==> src/rtl/xbar_out_alloc.sv <==
// Per-output-port crossbar allocator: qualifies requests by destination, grants one with
// rotating priority, and holds the grant by request-hold (optional cap) or packet lock.
module xbar_out_alloc #(
    parameter int NPORT    = 5,
    parameter int PORTW    = 3,
    parameter int PORTID   = 0,
    parameter int LOCKMODE = 0,
    parameter int MAXHOLD  = 0,
    localparam int IW      = $clog2(NPORT),
    localparam int HW      = (MAXHOLD > 0) ? $clog2(MAXHOLD + 1) : 1
) (
    input  logic                   clk,
    input  logic                   rst_,
    input  logic [NPORT*PORTW-1:0] dest,
    input  logic [NPORT-1:0]       req,
    input  logic [NPORT-1:0]       tail,
    input  logic                   out_ready,
    output logic [NPORT-1:0]       grt,
    output logic [NPORT-1:0]       sel,
    output logic [IW-1:0]          owner,
    output logic                   busy,
    output logic                   dbg_state,
    output logic [IW-1:0]          dbg_ptr,
    output logic [HW-1:0]          dbg_hold_cnt
);

    // Handshake: a flit on port i transfers in the cycle grt[i]=1. grt is only raised when
    // req[i] (valid), the destination match and out_ready (ready) all hold, so grt is the
    // combined valid&ready; there is no separate acknowledge.

    typedef enum logic {IDLE = 1'b0, LOCKED = 1'b1} state_t;

    state_t           state, state_n;
    logic [IW-1:0]    ptr, ptr_n;
    logic [IW-1:0]    owner_r, owner_n;
    logic [HW-1:0]    hold_cnt, hold_n;
    logic [NPORT-1:0] sel_r;

    logic [NPORT-1:0] q;
    logic [NPORT-1:0] cand;
    logic [IW-1:0]    base;
    logic [IW-1:0]    idx;
    logic             pick_vld;
    logic [IW-1:0]    pick_idx;
    logic             win_vld;
    logic [IW-1:0]    win_idx;
    logic             keep_owner;

    always_comb begin
        q = '0;
        for (int i = 0; i < NPORT; i++) begin
            q[i] = req[i] && (dest[i*PORTW +: PORTW] == PORTW'(PORTID));
        end
    end

    // While locked the owner is excluded, so the search yields "any other requester".
    always_comb begin
        cand     = q;
        base     = ptr;
        idx      = '0;
        pick_vld = 1'b0;
        pick_idx = '0;
        if (state == LOCKED) begin
            cand[owner_r] = 1'b0;
            base          = owner_r;
        end
        // Descending scan so the nearest port after base is the last one assigned.
        for (int k = NPORT; k >= 1; k--) begin
            idx = IW'((int'(base) + k) % NPORT);
            if (cand[idx]) begin
                pick_vld = 1'b1;
                pick_idx = idx;
            end
        end
    end

    always_comb begin
        win_vld    = 1'b0;
        win_idx    = pick_idx;
        keep_owner = 1'b0;
        if (out_ready && rst_) begin
            if (state == IDLE) begin
                win_vld = pick_vld;
            end else if (LOCKMODE == 0) begin
                if (q[owner_r] && ((MAXHOLD == 0) || (int'(hold_cnt) < MAXHOLD) || !pick_vld)) begin
                    win_vld    = 1'b1;
                    win_idx    = owner_r;
                    keep_owner = 1'b1;
                end else if (pick_vld) begin
                    win_vld = 1'b1;
                end
            end else if (q[owner_r]) begin
                win_vld    = 1'b1;
                win_idx    = owner_r;
                keep_owner = 1'b1;
            end
        end
    end

    always_ff @(posedge clk or negedge rst_) begin
        if (!rst_) begin
            state    <= IDLE;
            ptr      <= IW'(NPORT - 1);
            owner_r  <= '0;
            hold_cnt <= '0;
            sel_r    <= '0;
        end else begin
            state    <= state_n;
            ptr      <= ptr_n;
            owner_r  <= owner_n;
            hold_cnt <= hold_n;
            sel_r    <= grt;
        end
    end

    always_comb begin
        state_n = state;
        ptr_n   = ptr;
        owner_n = owner_r;
        hold_n  = hold_cnt;
        if (out_ready) begin
            if (state == IDLE) begin
                if (win_vld) begin
                    ptr_n   = win_idx;
                    owner_n = win_idx;
                    hold_n  = HW'(1);
                    if ((LOCKMODE == 0) || !tail[win_idx]) begin
                        state_n = LOCKED;
                    end
                end
            end else if (LOCKMODE == 0) begin
                if (keep_owner) begin
                    if ((MAXHOLD != 0) && (int'(hold_cnt) < MAXHOLD)) begin
                        hold_n = hold_cnt + HW'(1);
                    end
                end else if (win_vld) begin
                    ptr_n   = win_idx;
                    owner_n = win_idx;
                    hold_n  = HW'(1);
                end else begin
                    state_n = IDLE;
                end
            end else if (keep_owner && tail[owner_r]) begin
                state_n = IDLE;
                ptr_n   = owner_r;
            end
        end
    end

    always_comb begin
        grt = '0;
        if (win_vld) begin
            grt[win_idx] = 1'b1;
        end
        sel          = sel_r;
        owner        = owner_r;
        busy         = (state == LOCKED);
        dbg_state    = state;
        dbg_ptr      = ptr;
        dbg_hold_cnt = hold_cnt;
    end

endmodule

==> config.mk <==
export PLATFORM = sky130hd
export DESIGN_NAME = xbar_out_alloc
export DESIGN_NICKNAME = d
export VERILOG_FILES = /design/src/rtl/xbar_out_alloc.sv
export SDC_FILE = /design/constraint.sdc
export NUM_CORES = 1
export LEC_CHECK = 0
export CORE_ASPECT_RATIO = 1.75
export CORE_MARGIN = 2
export CORE_UTILIZATION = 49
export DETAILED_ROUTE_END_ITERATION = 7
export HOLD_SLACK_MARGIN = 0.05
export PLACE_DENSITY_LB_ADDON = 0.3
export SLEW_MARGIN = 15
export SYNTH_ARGS = -nofsm -noshare
export SYNTH_HDL_FRONTEND = slang
export SYNTH_SLANG_ARGS = --single-unit
export TNS_END_PERCENT = 10
==> constraint.sdc <==
create_clock -name clk -period 5 [get_ports clk]
set_clock_uncertainty 0.05 [all_clocks]
set_input_delay 1 -clock clk [delete_from_list [all_inputs] [get_ports clk]]
set_output_delay 1 -clock clk [all_outputs]
set_load 0.05 [all_outputs]
==> results of run 1 <==
-- state kept, by name, indices dropped and copies added, names as in the netlist --
register,cells
busy,1
dbg_hold_cnt,1
sel,5
dbg_ptr,1
owner,3
-- final cells by class --
cell class                 count  area share [%]
clock buffer                   4            1.14
inverter                      17            1.77
multi-input combinational    255            60.4
sequential                    11            7.10
tap                           54            1.70
timing repair buffer         124            27.9
-- logic make-up after synthesis --
| family | Yosys count | synth area share [%] |
|---|---|---|
| multiplexers | 19 | 9.37 |
| AO/OA/AOI/OAI | 89 | 29.2 |
| buffers and inverters | 39 | 7.26 |
| XOR/XNOR | 4 | 1.70 |
| flip-flops | 11 | 11.1 |
| AND/OR/NAND/NOR | 121 | 30.4 |
| adder cells (fa/ha/maj) | 22 | 11.0 |
-- worst min path at each step --
stage	end	slack (ps)	depth (start not counted)
after floorplan	dbg_ptr[2]	530	2
after global placement	dbg_hold_cnt	400	1
after detailed placement	dbg_hold_cnt	410	1
after CTS	dbg_hold_cnt	430	1
after global routing	dbg_hold_cnt	500	1
final	dbg_hold_cnt	480	1
-- cell usage after synthesis, types with 2 or more instances --
cell / instances
a211o_1: 6
a211oi_1: 7
a21o_1: 8
a21oi_1: 10
a221oi_2: 2
a311oi_1: 2
a31o_2: 2
a31oi_1: 10
and2_1: 2
and3_1: 3
buf_2: 5
buf_4: 3
buf_6: 2
clkbuf_1: 11
dfrtp_1: 10
ha_1: 22
inv_1: 14
mux2_1: 3
mux2_2: 4
mux2_4: 2
mux2i_1: 8
nand2_1: 23
nand2b_1: 3
nand3_1: 14
nand3b_1: 2
nand4_1: 9
nor2_1: 19
nor2b_1: 5
nor3_1: 7
nor3b_1: 3
nor4_1: 3
nor4_2: 2
nor4b_1: 3
nor4bb_1: 2
o2111ai_1: 3
o211ai_1: 6
o21ai_0: 5
o21ai_1: 2
o221ai_1: 3
o22ai_1: 5
o31ai_1: 4
or4_1: 2
or4b_1: 5
xnor2_1: 3
-- layer usage --
layer | GRT usage [%] | vias up
li1 | - | 1398
met1 | 37.7 | 1475
met4 | 27.5 | 0
met5 | 0 | -
met3 | 3.67 | 83
met2 | 67.4 | 178
-- report_power, final --
part / switching, mW / internal, mW
Clock: 0.0365 / 0.0562
Sequential: 0.0255 / 0.120
Combinational: 1.69 / 1.37
-- worst max-delay path, stage by stage --
cell and delay (ps):
clkdlybuf4s50_1 510, or4b_1 530, buf_4 190, mux2_1 290, nor3_2 220, a21o_1 140
o32ai_1 120, a221oi_2 390, o41ai_4 130, buf_4 180, buf_4 140, nor3_4 230
buf_12 180
-- stage by stage --
stage | power, mW | area [um^2]
floorplan | 1.89 | 2680
global placement | 2.60 | 3610
detailed placement | 2.68 | 3610
CTS | 3.13 | 3910
global route | 3.47 | 3970
finish | 3.30 | 3970
-- timing repair --
| item | 4_1_cts | 5_1_grt |
|---|---|---|
| resized for setup | 38 | 6 |
| hold buffers | 0 | 0 |
| setup endpoints to repair | 5 | 5 |
| pin swaps | 19 | 12 |
| buffers inserted | 8 | 3 |
| hold endpoints to repair | 0 | 0 |
==> qor.csv, run 1 <==
metric;value;unit
relative max-transition margin;62.0;%
final setup TNS;-1280;ps
Max clock buf depth;2;
Net Count, Synth;355;
startpoint type of the worst setup path;input pin;
leakage;1.63;nW
# setup viols final;5;
Reg2Reg Capture Point;owner[0];
Routed WL per cell;22.6;um
clock root cell;clkbuf_8;
status;finished, violations left;
largest net degree at the start of global routing;36;
WHS;481;ps
final hold violation count;0;
kind of critical path;input pin to output pin;
Area growth, synth to finish;58.8;%
metal3 WL;593;um
Crit Path Max Fanout;6;
Mapped Cells;305;
gr ovfl total;0;
gpl congestion;0.965;
worst setup path endpoint;grt[4];
DRC viols;0;
# rows;34;
HP Class;flip-flop to flip-flop;
NumNets Final;462;
fmax;188;MHz
clk slew on worst S/H paths;50;ps
CTS tree;done;
Slew Limit Fails;0;
Die X;58.0;um
First-pass DRT Iterations;5;
total CTS buffers;3;
Post-Route M1 WL;3320;um
initial antenna violation count;0;
multi-input logic area;2390;um^2
timing startpoint of the critical path;req[3];
crit end category;output pin;
Initial Utilization;50.6;%
Synth Register Bits;11;
vias;3134;
first-pass GRT wire length;16300;um
reg2reg setup slack;920;ps
clk sinks;11;
asr flop ratio synth;100;%
max layer used;met4;
met2 routed WL;5590;um
Reg area;282;um^2
Hold Startpoint;dbg_hold_cnt;
Final Non-Filler Cells;465;
Peak VDD IR;0.746;mV
share of layout cells above drive strength 1;42.6;%
routed vias/inst;6.74;
post-synthesis cell area;2500;um^2
power per cell area;832;nW/um^2
Port Buffers;41;
Avg Synthesized Cell Area;8.19;um^2
die height;98.4;um
wirelength, routed;10500;um
Total GRT Usage;37.3;%
diode count;0;
boundary pin count;47;
Worst Max-Slew Pin Slew;569;ps
most frequent cells in the layout;buf_4, clkdlybuf4s50_1, nand2_1;
final core occ;80.3;%
Synthesis Warnings;0;
post-synth top area share;11.0;%
Req. time, crit path;3950;ps
setup slack after layout;-309;ps
failing checks;negative setup slack;
placed cells;451;
later-pin clock latency in the skew report;240;ps
RSZ-0062 raised after global routing;yes;
start of the worst register-to-register path;busy;
number of flops mapped to enable cells by yosys;0;
vias in the first global route;3226;
fillers;303;
H-tree levels;1;
most common cell after layout, fill and taps aside;buf_4;
final HPWL from detailed placement;7260;um
number of max-cap violations;0;
Synth area leader;ha_1;
register area share after synthesis;11.1;%
min Tclk post-route;5310;ps
FF-to-FF path depth;17;
die area;5710;um^2
Main synth FF type;dfrtp_1;
Cell variety after synth;80;
Area contributors post-synth;ha_1, dfrtp_1, nand2_1, mux2i_1, nor2_1;
Worst Setup Slack post-DPL;-316;ps
Crit path arrival time;4260;ps
Final period util;106;%
Iter 0 DRT Violations;162;
CORE AREA;4930;um^2
Detail Route Antenna Nets;0;
Power figures use the tool's default switching activity.
==> run 2, diff against run 1 <==
Settings changed: SKIP_CTS_REPAIR_TIMING set to 1.
==> qor.csv, run 2 (synthesized netlist as in run 1, its figures left out) <==
metric;value;unit;change
NumNets Final;456;;-1.3%
gr ovfl total;0;;unchanged
die area;5710;um^2;unchanged
startpoint type of the worst setup path;input pin;;
# setup viols final;5;;unchanged
share of layout cells above drive strength 1;41.7;%;-0.85 points
Placed Area;3610;um^2;unchanged
Slew Limit Fails;0;;unchanged
P_int;1.48;mW;-4.4%
FF-to-FF path depth;17;;unchanged
placed cells;451;;unchanged
Req. time, crit path;3950;ps;about the same
most frequent cells in the layout;buf_4, clkdlybuf4s50_1, nand2_1;;
CP top delay family;simple AND/OR/NAND/NOR gates;;
CORE AREA;4930;um^2;unchanged
Detail Route Antenna Nets;0;;unchanged
most common cell after layout, fill and taps aside;buf_4;;
max layer used;met4;;
Max clock buf depth;2;;unchanged
worst hold stages;1;;unchanged
final setup TNS;-1350;ps;-77.8 ps
failing checks;negative setup slack;;
vias;3027;;-3.4%
final core occ;78.9;%;-1.4 points
fmax;187;MHz;-0.72%
boundary pin count;47;;unchanged
wirelength, routed;9520;um;-9.6%
cell count along the critical path;13;;unchanged
HP Class;flip-flop to flip-flop;;
Worst Max-Slew Pin Slew;549;ps;-19.5 ps
Final period util;107;%;+0.77 points
sw frac;52.9;%;-0.18 points
total CTS buffers;3;;unchanged
kind of critical path;input pin to output pin;;
clk sinks;11;;unchanged
routed vias/inst;6.59;;-2.2%
initial antenna violation count;0;;unchanged
multi-input logic area;2370;um^2;-1.1%
Logic pwr share;92.5;%;-0.3 points
CTS tree;done;;
RSZ-0062 raised after global routing;yes;;
largest net degree at the start of global routing;36;;unchanged
Die X;58.0;um;unchanged
Peak VDD IR;0.713;mV;-4.5%
Crit path buffers/inverters;4;;-1
Flop pwr share;4.6;%;+0.2 points
clock root cell;clkbuf_8;;
first-pass GRT wire length;14300;um;-12%
later-pin clock latency in the skew report;240;ps;about the same
Overall Power;3.14;mW;-4.7%
Port Buffers;41;;unchanged
final HPWL from detailed placement;7260;um;unchanged
crit-path max cell delay;570;ps;+40 ps
fillers;323;;+6.6%
crit path max-delay cell type;or4b_4;;
Clk network pwr share;2.9;%;about the same
H-tree levels;1;;unchanged
met2 routed WL;5230;um;-6.4%
max reg flops;5;;unchanged
vias in the first global route;3025;;-6.2%
leakage;1.58;nW;-2.6%
Final Non-Filler Cells;459;;-1.3%
power per cell area;807;nW/um^2;-3.0%
crit-path cells;clkdlybuf4s50_1 > or4b_4 > mux2_2 > o221ai_2 > nand4_1 > nand2_1 > o32ai_1 > a221oi_2 > o41ai_4 > buf_4 > buf_4 > nor3_4 > buf_12;;
crit end category;output pin;;
Iter 0 DRT Violations;142;;-12%
DRC viols;0;;unchanged
Crit path top cell by count;buf_4;;
Crit path arrival time;4300;ps;+40 ps
gpl congestion;0.965;;unchanged
# rows;34;;unchanged
diode count;0;;unchanged
Initial Utilization;50.6;%;unchanged
Post-Route M1 WL;3050;um;-7.9%
final hold violation count;0;;unchanged
die height;98.4;um;unchanged
relative max-transition margin;63.3;%;+1.3 points
status;finished, violations left;;
First-pass DRT Iterations;4;;-1
setup slack after layout;-347;ps;-38.7 ps
Reg area;282;um^2;unchanged
metal3 WL;487;um;-18%
sw power;1.66;mW;-5.1%
Crit Path Max Fanout;6;;unchanged
Routed WL per cell;20.7;um;-8.4%
min Tclk post-route;5350;ps;+38.7 ps
Total GRT Usage;32.3;%;-4.9 points
post-route cell area;3890;um^2;-1.8%
clk slew on worst S/H paths;50;ps;about the same
number of max-cap violations;0;;unchanged
Area growth, synth to finish;56.0;%;
==> run 2: path summary, 6_finish.rpt <==
path	start	slack [ps]	to
setup / recovery	dest[1]	-350	grt[4]
hold / removal	dbg_hold_cnt	430	dbg_hold_cnt
setup reg to reg	busy	920	owner[0]
hold reg to reg	dbg_hold_cnt	430	dbg_hold_cnt
max in group asynchronous	rst_	3530	dbg_ptr[2]
min in group asynchronous	rst_	1130	sel[2]
==> run 2: final cells by class <==
| type | count | area share, % |
|---|---|---|
| timing repair buffer | 118 | 27.3 |
| multi-input combinational | 255 | 60.8 |
| inverter | 17 | 1.80 |
| sequential | 11 | 7.23 |
| clock buffer | 4 | 1.16 |
| tap | 54 | 1.73 |
==> run 2: per-layer routing <==
| layer | GRT usage (%) | up-vias |
|---|---|---|
| met1 | 29.8 | 1435 |
| met3 | 3.41 | 58 |
| met2 | 62.0 | 147 |
| met4 | 22.9 | 0 |
| met5 | 0 | - |
| li1 | - | 1387 |
==> run 2: power by group through the flow <==
stage               Combinational [mW]  Sequential, mW  Clock [mW]
finish                            2.91           0.144      0.0906
global route                      3.08           0.145      0.0949
CTS                               2.56           0.143      0.0922
detailed placement                2.54           0.143           0
global placement                  2.46           0.139           0
floorplan                         1.65           0.232           0
==> run 2: metrics by stage <==
stage	worst slack [ps]	hold slack [ps]
finish	-347	429
CTS	-514	428
global route	-454	450
detailed placement	-316	408
global placement	-278	400
floorplan	-282	533
